### src/rtl/seg7_pkg.sv
// Shared types and the active-low hex segment table for the seven-segment scan driver.
package seg7_pkg;

  typedef logic [6:0] seg_t;

  localparam seg_t SEG_BLANK = 7'h7F;

  // Active-low patterns, bit0 = A ... bit6 = G, indexed by hex value.
  localparam seg_t HEX_SEG [16] = '{
    7'h40, 7'h79, 7'h24, 7'h30, 7'h19, 7'h12, 7'h02, 7'h78,
    7'h00, 7'h10, 7'h08, 7'h03, 7'h46, 7'h21, 7'h06, 7'h0E
  };

endpackage

### src/rtl/seg7_hex_decode.sv
// Combinational hex-to-segment decoder (active-low outputs).
module seg7_hex_decode
  import seg7_pkg::*;
(
  input  logic [3:0] hex_i,
  output seg_t       seg_o
);

  assign seg_o = HEX_SEG[hex_i];

endmodule

### src/rtl/seg7_scan_driver.sv
// Multiplexed common-anode display driver: digit store, slot scanning with
// blanking guard, PWM brightness and frame sync, all outputs registered.
module seg7_scan_driver
  import seg7_pkg::*;
#(
  parameter int unsigned NUM_DIGITS  = 8,
  parameter int unsigned REFRESH_DIV = 100000,
  parameter int unsigned GUARD       = 64,
  parameter int unsigned BRIGHT_W    = 3
) (
  input  logic                          clk,
  input  logic                          rst_n,
  input  logic                          wr_en,
  input  logic [$clog2(NUM_DIGITS)-1:0] wr_addr,
  input  logic [3:0]                    wr_data,
  input  logic                          wr_dp,
  input  logic [NUM_DIGITS-1:0]         en_mask,
  input  logic [BRIGHT_W-1:0]           bright,
  output logic [NUM_DIGITS-1:0]         an_n,
  output logic [6:0]                    seg_n,
  output logic                          dp_n,
  output logic                          frame_tick
);

  localparam int unsigned IdxW  = $clog2(NUM_DIGITS);
  localparam int unsigned SlotW = (REFRESH_DIV > 1) ? $clog2(REFRESH_DIV) : 1;

  localparam logic [SlotW-1:0] SlotLast = SlotW'(REFRESH_DIV - 1);
  localparam logic [SlotW-1:0] GuardVal = SlotW'(GUARD);
  localparam logic [IdxW-1:0]  IdxLast  = IdxW'(NUM_DIGITS - 1);

  logic [SlotW-1:0]    slot_cnt_q, slot_cnt_d;
  logic [IdxW-1:0]     digit_idx_q, digit_idx_d;
  logic [BRIGHT_W-1:0] pwm_cnt_q, pwm_cnt_d;

  logic [3:0] val_q [NUM_DIGITS];
  logic       dp_q  [NUM_DIGITS];

  logic [NUM_DIGITS-1:0] an_q, an_d;
  seg_t                  seg_q, seg_d;
  logic                  dp_n_q, dp_n_d;
  logic                  frame_q, frame_d;

  logic [3:0] cur_val;
  seg_t       cur_seg;
  logic       guard_ok;
  logic       digit_on;
  logic       wr_ok;

  assign cur_val = val_q[digit_idx_q];

  seg7_hex_decode u_hex_decode (
    .hex_i (cur_val),
    .seg_o (cur_seg)
  );

  assign wr_ok    = wr_en && (32'(wr_addr) < NUM_DIGITS);
  assign guard_ok = (GUARD == 0) || (slot_cnt_q >= GuardVal);
  assign digit_on = en_mask[digit_idx_q] && guard_ok && (pwm_cnt_q <= bright);

  always_comb begin
    slot_cnt_d  = slot_cnt_q + 1'b1;
    digit_idx_d = digit_idx_q;
    if (slot_cnt_q == SlotLast) begin
      slot_cnt_d  = '0;
      digit_idx_d = (digit_idx_q == IdxLast) ? '0 : digit_idx_q + 1'b1;
    end
    pwm_cnt_d = pwm_cnt_q + 1'b1;
  end

  // Outputs are computed from this cycle's counters/store and appear next cycle.
  always_comb begin
    an_d    = '1;
    seg_d   = SEG_BLANK;
    dp_n_d  = 1'b1;
    frame_d = (slot_cnt_q == '0) && (digit_idx_q == '0);
    if (digit_on) begin
      an_d[digit_idx_q] = 1'b0;
      seg_d             = cur_seg;
      dp_n_d            = ~dp_q[digit_idx_q];
    end
  end

  always_ff @(posedge clk) begin
    if (!rst_n) begin
      slot_cnt_q  <= '0;
      digit_idx_q <= '0;
      pwm_cnt_q   <= '0;
      an_q        <= '1;
      seg_q       <= SEG_BLANK;
      dp_n_q      <= 1'b1;
      frame_q     <= 1'b0;
      for (int i = 0; i < NUM_DIGITS; i++) begin
        val_q[i] <= 4'h0;
        dp_q[i]  <= 1'b0;
      end
    end else begin
      slot_cnt_q  <= slot_cnt_d;
      digit_idx_q <= digit_idx_d;
      pwm_cnt_q   <= pwm_cnt_d;
      an_q        <= an_d;
      seg_q       <= seg_d;
      dp_n_q      <= dp_n_d;
      frame_q     <= frame_d;
      if (wr_ok) begin
        val_q[wr_addr] <= wr_data;
        dp_q[wr_addr]  <= wr_dp;
      end
    end
  end

  assign an_n       = an_q;
  assign seg_n      = seg_q;
  assign dp_n       = dp_n_q;
  assign frame_tick = frame_q;

endmodule
### config.mk
export PLATFORM = sky130hd
export DESIGN_NAME = seg7_scan_driver
export DESIGN_NICKNAME = d
export VERILOG_FILES = /design/src/rtl/seg7_pkg.sv /design/src/rtl/seg7_hex_decode.sv /design/src/rtl/seg7_scan_driver.sv
export SDC_FILE = /design/constraint.sdc
export NUM_CORES = 1
export LEC_CHECK = 0
export ABC_AREA = 1
export BUFFER_PORTS_ARGS = -buffer_cell sky130_fd_sc_hd__buf_2
export CORE_ASPECT_RATIO = 0.75
export CORE_UTILIZATION = 30
export DETAILED_ROUTE_END_ITERATION = 8
export PLACE_DENSITY = 0.48
export REMOVE_ABC_BUFFERS = 1
export SLEW_MARGIN = 20
export SYNTH_ARGS = -nofsm -noshare
export SYNTH_HDL_FRONTEND = slang
export SYNTH_SLANG_ARGS = --single-unit
export TNS_END_PERCENT = 1
### constraint.sdc
create_clock -name clk -period 1.8 [get_ports clk]
set_input_delay 0.36 -clock clk [delete_from_list [all_inputs] [get_ports clk]]
set_output_delay 0.36 -clock clk [all_outputs]
set_load 0.02 [all_outputs]
* Word-level counts from Yosys, hierarchy flattened
Memory sizes are Yosys's and may differ from the RTL's. A register that Yosys moved wholly into a read port is not among the register bits. Index checks and enable logic that the tools add are counted. Widths: inputs -> output; s select.
Storage, ports and cells: output and inout bits 17, memories 3, register bits 33, word-level logic and storage cells 52, memory bits (read-only) 112, bits in writable memories 40
Operators by class: reductions and logical operators 11, bitwise logic cells 4, $add $sub $neg 3, equal/unequal tests 2, order comparisons 4, muxes and demuxes 19
Memories:
- (no name shown) | depth 16, bits a word 7, read ports 1, clocked after Yosys merged registers in 1, wr ports 0, line seg7_hex_decode.sv:9 | assign seg_o = HEX_SEG[hex_i];
- val_q | depth 8, bits a word 4, read ports 1, clocked after Yosys merged registers in 1, wr ports 8, line seg7_scan_driver.sv:36 | logic [3:0] val_q [NUM_DIGITS];
- dp_q | depth 8, bits a word 1, read ports 1, clocked after Yosys merged registers in 1, wr ports 8, line seg7_scan_driver.sv:37 | logic dp_q [NUM_DIGITS];
Operator list (number):
- $mux 3 | 7
- $add 17x1->17 const B | 1
- $eq 17x17->1 const B | 1
- $ge 17x7->1 const B | 1
- $logic_not 17->1 | 1
- $mux 1 | 9
- $not 8->8 | 1
- $add 3x1->3 const B | 2
- $not 4->5 | 1
- $logic_and 1x1->1 | 4
- $lt 3x4->1 const B | 1
- $mux 4 | 1
- $reduce_or 4->1 | 1
- $bmux 1 s3 | 1
- $demux 1 s3 | 1
- $eq 3x3->1 const B | 1
- $ge 3x1->1 const B | 1
- $le 3x3->1 | 1
- $logic_not 3->1 | 1
- $not 1->1 | 2
- $reduce_and 2->1 | 1
- $reduce_or 2->1 | 1
- $logic_not 1->1 | 1
- $reduce_or 1->1 | 1

* Depth between registers and ports, before layout
Gate-level depths: netlist of run 1.
word-level depth 6, gate-level depth with buffers 14, depth with buffers taken out 12

* Hierarchy
A second synthesis of run 1 with hierarchy kept.
Second synthesis, totals: cell total of the unflattened synthesis 509, area, all modules 4050.1 um^2
Modules (own cells, without submodules):
- seg7_scan_driver | area an instance 3776.1 um^2, cells each 460, seq. area each 1981.9 um^2, instances 1
- seg7_hex_decode | area an instance 274.0 um^2, cells each 49, seq. area each 0.0 um^2, instances 1

* Worst setup path after synthesis of run 1
OpenSTA, ideal clock, no wires.
path kind register -> register, start point register with a tool-made name, end point register seg_q[6] (netlist: seg_n[6]), library setup time 118 ps, clock period less this slack 1605 ps, arrival 1486 ps, required time 1682 ps, slack 195 ps, buffers on the path 2, cell stages (with the launch flop) 15, cells stage by stage dfxtp_1 -> buf_6 -> inv_4 -> buf_6 -> nand2_1 -> nand2_1 -> nand2_1 -> nand3_1 -> nand2_1 -> inv_1 -> ha_1 -> nand3_1 -> nand2_1 -> nand2_1 -> nand3_2
RTL lines:
- end: declaration | line seg7_scan_driver.sv:40 | seg_t seg_q, seg_d;

==> results of run 1 <==
## final cells by class
cell class | instances | area, sq um | share of cell area
Timing Repair Buffer | 54 | 347.8 | 0.07033
Tap cell | 171 | 214.0 | 0.04326
Multi-Input combinational cell | 348 | 1767 | 0.3572
Clock buffer | 13 | 270.3 | 0.05464
Clock inverter | 3 | 43.79 | 0.008854
Sequential cell | 83 | 1983 | 0.4010
Inverter | 84 | 320.3 | 0.06476
## cell usage after synthesis
| cell type | instances | share of area |
|---|---|---|
| nand2_4 | 2 | 0.0054 |
| nand2_2 | 5 | 0.0075 |
| or2_2 | 3 | 0.0045 |
| nand4_1 | 8 | 0.012 |
| and3_1 | 1 | 0.0015 |
| nor2_2 | 3 | 0.0045 |
| nor3_1 | 11 | 0.013 |
| a21oi_2 | 1 | 0.0021 |
| inv_1 | 79 | 0.071 |
| dfxtp_1 | 51 | 0.25 |
| nand2_1 | 115 | 0.10 |
| nand3_1 | 54 | 0.065 |
| inv_2 | 3 | 0.0027 |
| nand3b_1 | 3 | 0.0054 |
| o21ai_1 | 1 | 0.0012 |
| nor2_1 | 73 | 0.066 |
| buf_2 | 3 | 0.0036 |
| ha_1 | 15 | 0.045 |
| o21ai_0 | 19 | 0.023 |
| buf_4 | 1 | 0.0018 |
| nor4b_1 | 1 | 0.0021 |
| edfxtp_1 | 32 | 0.23 |
| nand3_2 | 10 | 0.024 |
| clkbuf_1 | 1 | 0.00090 |
| nor3_2 | 1 | 0.0024 |
| xor2_1 | 3 | 0.0063 |
| a21oi_1 | 13 | 0.016 |
| nor3b_1 | 1 | 0.0018 |
| buf_6 | 7 | 0.019 |
| inv_4 | 2 | 0.0030 |
| o22ai_1 | 2 | 0.0030 |
| xnor2_1 | 2 | 0.0042 |
| nor2_4 | 1 | 0.0027 |
## kinds of logic (layout without fill, tap and decap cells)
family,count (synthesis),after routing,share of synthesized area
AND/OR/NAND/NOR,292,292,0.3215
flip-flops,83,83,0.4760
buffers and inverters,96,154,0.1022
XOR/XNOR,5,5,0.01052
AO/OA/AOI/OAI,36,36,0.04477
adder cells (fa/ha/maj),15,15,0.04507
## report_power, final
| group | switching (mW) | internal, mW | total (mW) |
|---|---|---|---|
| combinational | 0.184 | 0.103 | 0.287 |
| clock | 0.715 | 1.19 | 1.91 |
| sequential | 0.0250 | 2.01 | 2.04 |
| total | 0.924 | 3.31 | 4.23 |
## per-layer routing
metal / up-vias / share of wire / track usage
met5: - / 0 / 0
met4: 0 / 0.014 / 0.04788
met3: 13 / 0.038 / 0.03407
met2: 64 / 0.42 / 0.1982
met1: 1572 / 0.53 / 0.2054
li1: 1791 / - / -
## tightest hold or removal path: cells and delay by family
family	cells	cell delay (ps)
simple gates	1	90
buf+inv	2	210
## flip-flops by register name, summed over array words and instances, names as in the netlist, named ones only
| register | count |
|---|---|
| dp_n | 1 |
| digit_idx_q | 3 |
| an_n | 8 |
| dp_q | 8 |
| pwm_cnt_q | 3 |
| seg_n | 7 |
| slot_cnt_q | 17 |
| frame_tick | 1 |
| val_q | 32 |
## stage by stage
stage	total power, mW	cells
after floorplan	2.251	515
after global placement	2.362	739
after detailed placement	2.367	739
after CTS	4.290	755
after global routing	4.410	756
final	4.230	756
## how the worst max path moves through the flow
stage | to | cells past startpoint | slack [ps] | startpoint
finish | seg_n[6]$_SDFF_PN1_ | 11 | 160 | flop
CTS | seg_n[6]$_SDFF_PN1_ | 11 | 60 | flop
floorplan | seg_n[6]$_SDFF_PN1_ | 12 | -110 | flop
global placement | seg_n[1]$_SDFF_PN1_ | 9 | 40 | bright[2]
detailed placement | seg_n[1]$_SDFF_PN1_ | 9 | -10 | bright[2]
global route | seg_n[3]$_SDFF_PN1_ | 7 | 3 | flop
## timing repair
item / 4_1_cts / 5_1_grt
setup endpoints to repair: 1 / 16
setup buffers: 0 / 1
endpoints found under the hold margin: 0 / 0
gates cloned: 0 / 0
pin swaps: 0 / 1
gates resized for setup: 1 / 4
==> reports/qor.txt, run 1 <==
routability cong.: 0.8567
antenna violations before repair: 0
Synth Register Bits: 83
crit path buf inv count: 2
commonest non-fill, non-tap cell in the layout: nand2_1
critical path's largest stage delay: 370 ps
Setup WS pre-CTS: -11.10 ps
layout cell share with drive strength beyond 1: 0.1778
synth unique cells: 33
vias per cell: 4.550
CP Cell Sequence: buf_12 > nand2_1 > nand3_1 > nand3_1 > nand2_2 > inv_1 > ha_1 > nand3_1 > nand2_1 > nand2_1 > nand3_2
fin util: 0.3735
DRC viols: 0
routed length per instance: 12.72 um
GRT Util Overall: 0.1403
CP top delay family: simple AND/OR/NAND/NOR gates
Final Slew Violations: 0
number of global-route vias before repair: 3205
Die X: 138.0 um
clock net sink count: 83
clock period minus final worst setup slack: 1640 ps
clk slew on worst S/H paths: 60 ps
YS warnings: 0
Worst Setup Path Type: reg2reg
reg2reg end: seg_n[6]$_SDFF_PN1_
first-pass GRT wire length: 16.04 mm
DP HPWL: 7.375 mm
critical path's slowest cell: dfxtp_2
synth-to-layout area growth: 18.78%
CP Max Fanout: 23
Post-Synthesis Cells: 527
Root Driver: clkbuf_16
fmax: 609.6 MHz
core outline area: 13240 sq um
Cell Area, Placed: 4601 sq um
layout net count: 617
deepest clock path buffer count: 2
pwr/cell area: 855.2 nW/um^2
RSZ-0062 raised after global routing: false
R2R cell count: 11
via count: 3440
TritonCTS clock tree: built
Slew headroom: 0.6593
Fin Setup TNS: 0 ps
# hold bufs at CTS: 0
CP endpoint kind: flop
Leak: 2.177 nW
Setup crit start kind: flop
slew at the pin closest to its max-slew limit: 507.1 ps
Final Hold Fails: 0
Worst Hold Launch: rst_n
HP Class: in2reg
Hold Slack: 367.7 ps
largest net degree at the start of global routing: 24
die height: 104.0 um
Critical Path RT: 2030 ps
grt total ovfl: 0
crit path DAT: 1870 ps
Row Count: 36
hold-critical path depth: 3
worst clock skew: 4.635 ps
Max-cap violations: 0
DRT Pass-1 Iters: 5
die area: 14360 sq um
ANT cells: 0
Finish-stage setup viols: 0
port bufs: 38
drt initial violations: 300
IO Count: 39
H-tree depth: 3
Final Cycle Share: 0.9113
cts bufs inserted: 9
starting density of the core: 0.3144
most frequent cells in the layout: nand2_1, inv_1, nor2_1, nand3_1, dfxtp_1
Final WS setup: 159.7 ps
internal reg-to-reg setup slack: 160 ps
syn avg cell area: 7.901 sq um
final WL: 9.617 mm
Post-DRT Antenna Nets: 0
final instance area: 4946 sq um
status: completed
worst skew pair latency: 340 ps
Post-Syn Area: 4164 sq um
Worst Hold End: pwm_cnt_q[1]$_SDFF_PN0_
Fill cells: 1379
Max VDD drop: 424.8 uV
post-synthesis sequential area ratio: 0.4760
No activity file was read; power rests on OpenSTA's default activity.
==> run 2, diff against run 1 <==
- ABC_AREA: 1 -> unset
- clock period: 1.8 -> 2.11 ns (I/O delays scaled with it)
==> run 2 against run 1 <==
Effect of this change: global-route usage down 0.31 points; fmax fell by 18%; synthesized cell count down 34%; first-iteration DRC count fell by 50%; combinational power decreased by 19%; sequential share of layout area grew 3.0 points; power decreased by 17%; register-to-register slack lost 50 ps; cell count shrank 23%; count of clock-buffer cells in the layout rose by 1; utilization rose by 0.23 points; flip-flop and latch count stayed put; largest power group unchanged.
==> reports/qor.txt, run 2 <==
syn avg cell area: 10.83 sq um
number of global-route vias before repair: 2545
cts bufs inserted: 9
DRC viols: 0
synth-to-layout area growth: 22.24%
IO Count: 39
Comb power frac: 0.066
drt initial violations: 151
Synth area leader: dfxtp_1
via count: 2605
ANT cells: 0
Post-DRT Antenna Nets: 0
die height: 99.08 um
Post-synth EDFFs: 32
Post-synth ARST share: 0
RSZ-0062 raised after global routing: false
CP endpoint kind: flop
critical path's slowest cell: mux4_2
DP HPWL: 6.187 mm
HP Class: in2reg
clock period minus final worst setup slack: 2003 ps
register share of total power: 0.496
Max-cap violations: 0
max reg flops: 32
most frequent cells in the layout: dfxtp_1, buf_2, and2_1, nor2_1
starting density of the core: 0.3074
Row Count: 35
critical path's largest stage delay: 500 ps
Hold Slack: 422.7 ps
Die X: 131.4 um
routability cong.: 0.8171
Worst Setup Path Type: reg2reg
postcts setup bufs: 0
deepest clock path buffer count: 2
YS warnings: 0
GRT Util Overall: 0.1372
CP Max Fanout: 6
Post-Synthesis Cells: 348
Root Driver: clkbuf_16
Final WS setup: 107.3 ps
post-synthesis sequential area ratio: 0.5257
CP Cell Sequence: mux4_2 > mux2_2 > ha_1 > mux2_2 > nor2_1 > o21ai_1
clock net sink count: 83
Final Hold Fails: 0
Leak: 1.724 nW
final instance area: 4608 sq um
Final Cycle Share: 0.9491
dominant cells by area after synthesis: dfxtp_1, edfxtp_1, mux4_2
commonest non-fill, non-tap cell in the layout: dfxtp_1
Setup crit start kind: flop
Cell Area, Placed: 4295 sq um
clock share of power: 0.438
DRT Pass-1 Iters: 4
CP top delay family: multiplexers
port bufs: 38
status: completed
Setup WS pre-CTS: -79.67 ps
routed length per instance: 14.23 um
most numerous cell on the critical path: mux2_2
largest net degree at the start of global routing: 16
worst skew pair latency: 330 ps
most numerous cell in the Yosys netlist: dfxtp_1
worst clock skew: 6.346 ps
clk slew on worst S/H paths: 60 ps
Slew headroom: 0.6420
Synth Register Bits: 83
Commonest cells post-synth: dfxtp_1, and2_1, nor2_1
Final Slew Violations: 0
Fill cells: 1271
core outline area: 12260 sq um
layout net count: 446
TritonCTS clock tree: built
final WL: 8.239 mm
top cell type's share of synthesized area: 0.2708
Psw: 0.7594 mW
Finish-stage setup viols: 0
top flop regs: val_q (32), slot_cnt_q (17)
Pint: 2.748 mW
crit path DAT: 2220 ps
Sw Ratio: 0.2165
crit path buf inv count: 0
H-tree depth: 3
slew at the pin closest to its max-slew limit: 532.2 ps
first-pass GRT wire length: 13.62 mm
internal reg-to-reg setup slack: 110 ps
Fin Setup TNS: 0 ps
Main synth FF type: dfxtp_1
vias per cell: 4.499
grt total ovfl: 0
Post-Syn Area: 3770 sq um
pwr/cell area: 761.0 nW/um^2
synth unique cells: 45
die area: 13020 sq um
Max VDD drop: 381.9 uV
Critical Path RT: 2320 ps
fmax: 499.3 MHz
Most flops, register: val_q
layout cell share with drive strength beyond 1: 0.2421
antenna violations before repair: 0
==> run 2: power by group through the flow <==
stage | clock, mW | combinational, mW | sequential, mW
floorplan | 0 | 0.124 | 1.77
global placement | 0 | 0.227 | 1.78
detailed placement | 0 | 0.231 | 1.78
CTS | 1.57 | 0.232 | 1.74
global route | 1.64 | 0.262 | 1.74
finish | 1.53 | 0.233 | 1.74
==> run 2: final timing paths <==
check	from	to	depth (start not counted)
setup reg to reg	flop	seg_n[3]$_SDFF_PN1_	6
hold / removal	wr_dp	dp_q[0]$_DFF_P_	3
hold reg to reg	pwm_cnt_q[0]$_SDFF_PN0_	pwm_cnt_q[0]$_SDFF_PN0_	1
setup / recovery	flop	seg_n[3]$_SDFF_PN1_	6
==> run 2: what timing repair did <==
item,4_1_cts,5_1_grt
setup endpoints to repair,5,5
gates resized for setup,1,6
hold buffers,0,0
gates cloned,0,0
==> run 2: cell type report <==
| cell class | instances | area [sq um] | share of cell area |
|---|---|---|---|
| sequential | 83 | 1986 | 0.4309 |
| multi-input combinational | 239 | 1692 | 0.3671 |
| timing repair buffer | 63 | 381.6 | 0.08281 |
| clock buffer | 14 | 285.3 | 0.06191 |
| tap | 166 | 207.7 | 0.04507 |
| inverter | 13 | 48.80 | 0.01059 |
| clock inverter | 1 | 7.507 | 0.001629 |
==> run 2: kinds of logic after synthesis <==
kind of cell    after synthesis  share of synthesized area
simple gates                150                     0.2015
compound gates               36                    0.05842
flops                        83                     0.5257
buf+inv                      26                    0.03020
xor+xnor                     16                    0.03717
mux                          22                    0.09724
fa+ha+maj                    15                    0.04978
==> run 2: through the flow <==
stage / power, mW / util / cells
2_1_floorplan: 1.892 / - / 335
3_3_place_gp: 2.003 / 0.3503 / 564
3_5_place_dp: 2.006 / 0.3503 / 564
4_1_cts: 3.547 / 0.3743 / 579
5_1_grt: 3.645 / 0.3758 / 579
6_report: 3.507 / 0.3758 / 579
==> run 2: metal layers <==
| metal | GRT usage | part of all wire | up-vias | routed length [um] |
|---|---|---|---|---|
| met1 | 0.2068 | 0.54 | 1212 | 4449 |
| li1 | - | - | 1340 | - |
| met3 | 0.03344 | 0.046 | 7 | 381 |
| met4 | 0.04562 | 0.012 | 0 | 95 |
| met5 | 0 | 0 | - | 0 |
| met2 | 0.1884 | 0.40 | 46 | 3313 |
==> run 2: worst register-to-register path: stages, from the launching register on <==
cell and delay [ps]:
dfxtp_4 390, mux4_2 500, mux2_2 330, ha_1 240
mux2_2 270, nor2_1 80, o21ai_1 70
==> run 3, diff against run 2 <==
- BUFFER_PORTS_ARGS: -buffer_cell sky130_fd_sc_hd__buf_2 -> -buffer_cell sky130_fd_sc_hd__clkbuf_2
- CELL_PAD_IN_SITES_DETAIL_PLACEMENT: unset -> 1
- CELL_PAD_IN_SITES_GLOBAL_PLACEMENT: unset -> 1
- PLACE_DENSITY: 0.48 -> 0.57
- TNS_END_PERCENT: 1 -> unset
==> run 3 against run 2 <==
Effect of this change: sequential power barely moved; die area did not move; critical path type unchanged; largest cell class unchanged; critical endpoint unchanged; cell count rose by 0.52%; critical path depth did not move.
==> reports/qor.txt, run 3 (synthesis results as in run 2) <==
status: completed
Die X: 131.4 um
DP Cell Count: 566
deepest clock path buffer count: 2
TritonCTS clock tree: built
commonest non-fill, non-tap cell in the layout: dfxtp_1
Setup crit start kind: flop
max reg flops: 32
slew at the pin closest to its max-slew limit: 499.2 ps
register share of total power: 0.500
Root Driver: clkbuf_16
Final Hold Fails: 0
Max-cap violations: 0
final WL: 9.077 mm
CP endpoint kind: flop
port bufs: 38
Setup WS pre-CTS: -51.99 ps
CP top delay family: multiplexers
H-tree depth: 3
most frequent cells in the layout: dfxtp_1, clkbuf_2, and2_1, nor2_1
Row Count: 35
drt initial violations: 129
clock net sink count: 83
core outline area: 12260 sq um
clock share of power: 0.432
number of global-route vias before repair: 2756
antenna violations before repair: 0
layout cell share with drive strength beyond 1: 0.2476
synth-to-layout area growth: 22.40%
Leak: 1.760 nW
Final Cycle Share: 0.9481
fmax: 499.9 MHz
GRT Util Overall: 0.1531
critical path's largest stage delay: 500 ps
Pint: 2.706 mW
first-pass GRT wire length: 14.97 mm
worst skew pair latency: 340 ps
Critical Path RT: 2330 ps
Fin Setup TNS: 0 ps
CP Max Fanout: 6
Final Non-Filler Cells: 582
worst clock skew: 6.646 ps
reg2reg end: seg_n[3]$_SDFF_PN1_
HP Class: in2reg
RSZ-0062 raised after global routing: true
starting density of the core: 0.3074
Final Slew Violations: 0
cts bufs inserted: 9
Psw: 0.7758 mW
clk slew on worst S/H paths: 60 ps
DRT Pass-1 Iters: 4
Worst Setup Path Type: reg2reg
routability cong.: 0.7535
Multi-input gate area: 1679 sq um
ANT cells: 0
die height: 99.08 um
Reg area: 1986 sq um
CP Cell Sequence: mux4_2 > mux2_2 > ha_1 > mux2_2 > nor2_1 > o21ai_1
Fill cells: 1391
Comb power frac: 0.067
Cell Area, Placed: 4323 sq um
crit path buf inv count: 0
crit path DAT: 2220 ps
end of the critical path: seg_n[3]$_SDFF_PN1_
routed length per instance: 15.60 um
final instance area: 4614 sq um
critical path's slowest cell: mux4_2
largest net degree at the start of global routing: 17
clock period minus final worst setup slack: 2001 ps
IO Count: 39
R2R cell count: 6
Slew headroom: 0.6647
Hold Slack: 412.3 ps
vias per cell: 4.634
internal reg-to-reg setup slack: 110 ps
die area: 13020 sq um
Final Total Pwr: 3.481 mW
Sw Ratio: 0.2228
DRC viols: 0
Critical Path Stages: 6
grt total ovfl: 0
top flop regs: val_q (32), slot_cnt_q (17)
layout net count: 448
Worst Hold Launch: wr_dp
pwr/cell area: 754.5 nW/um^2
Max VDD drop: 403.1 uV
Post-DRT Antenna Nets: 0
Final WS setup: 109.4 ps
fin util: 0.3763
via count: 2697
Finish-stage setup viols: 0
Most flops, register: val_q
DP HPWL: 7.024 mm
most numerous cell on the critical path: mux2_2
run 3: cell types whose count changed in the layout (fill, tap and decap cells not counted), moves of 2 or more:
cell,delta
clkbuf_8,-2
buf_2,-38
buf_4,+2
clkbuf_2,+39
run 3: worst min path at each step:
stage | endpoint | slack, ps | cells past startpoint
floorplan | pwm_cnt_q[0]$_SDFF_PN0_ | 420 | 1
global placement | pwm_cnt_q[0]$_SDFF_PN0_ | 430 | 1
detailed placement | pwm_cnt_q[0]$_SDFF_PN0_ | 460 | 1
CTS | dp_q[5]$_DFF_P_ | 410 | 3
global route | dp_q[5]$_DFF_P_ | 420 | 3
finish | dp_q[7]$_DFF_P_ | 410 | 3
run 3: power by group through the flow:
stage,registers [mW],clock network [mW],logic (mW)
2_1_floorplan,1.77,0,0.124
3_3_place_gp,1.78,0,0.230
3_5_place_dp,1.78,0,0.237
4_1_cts,1.74,1.55,0.238
5_1_grt,1.75,1.63,0.265
6_report,1.74,1.50,0.234
run 3: area by class of cell:
cell class | count | area share
Tap cell | 166 | 0.04501
Clock buffer | 13 | 0.05775
Clock inverter | 3 | 0.004610
Sequential cell | 83 | 0.4303
Multi-Input combinational cell | 239 | 0.3639
Timing Repair Buffer | 65 | 0.08785
Inverter | 13 | 0.01057
run 3: routing by layer:
metal  share of wire  global-route usage
met4          0.0065             0.02952
met3           0.061             0.05041
met1            0.53              0.2252
met2            0.40              0.2165
met5               0                   0
run 3: repair_timing:
| item | in CTS | in global routing |
|---|---|---|
| resized for setup | 1 | 4 |
| pin swaps | 0 | 0 |
| setup buffers | 0 | 0 |
| endpoints found under the setup margin | 5 | 4 |
| hold buffers | 0 | 0 |
run 3: worst min-delay path: stages:
cell and delay [ps]:
clkbuf_2 170, nand2_1 60, o21ai_0 60
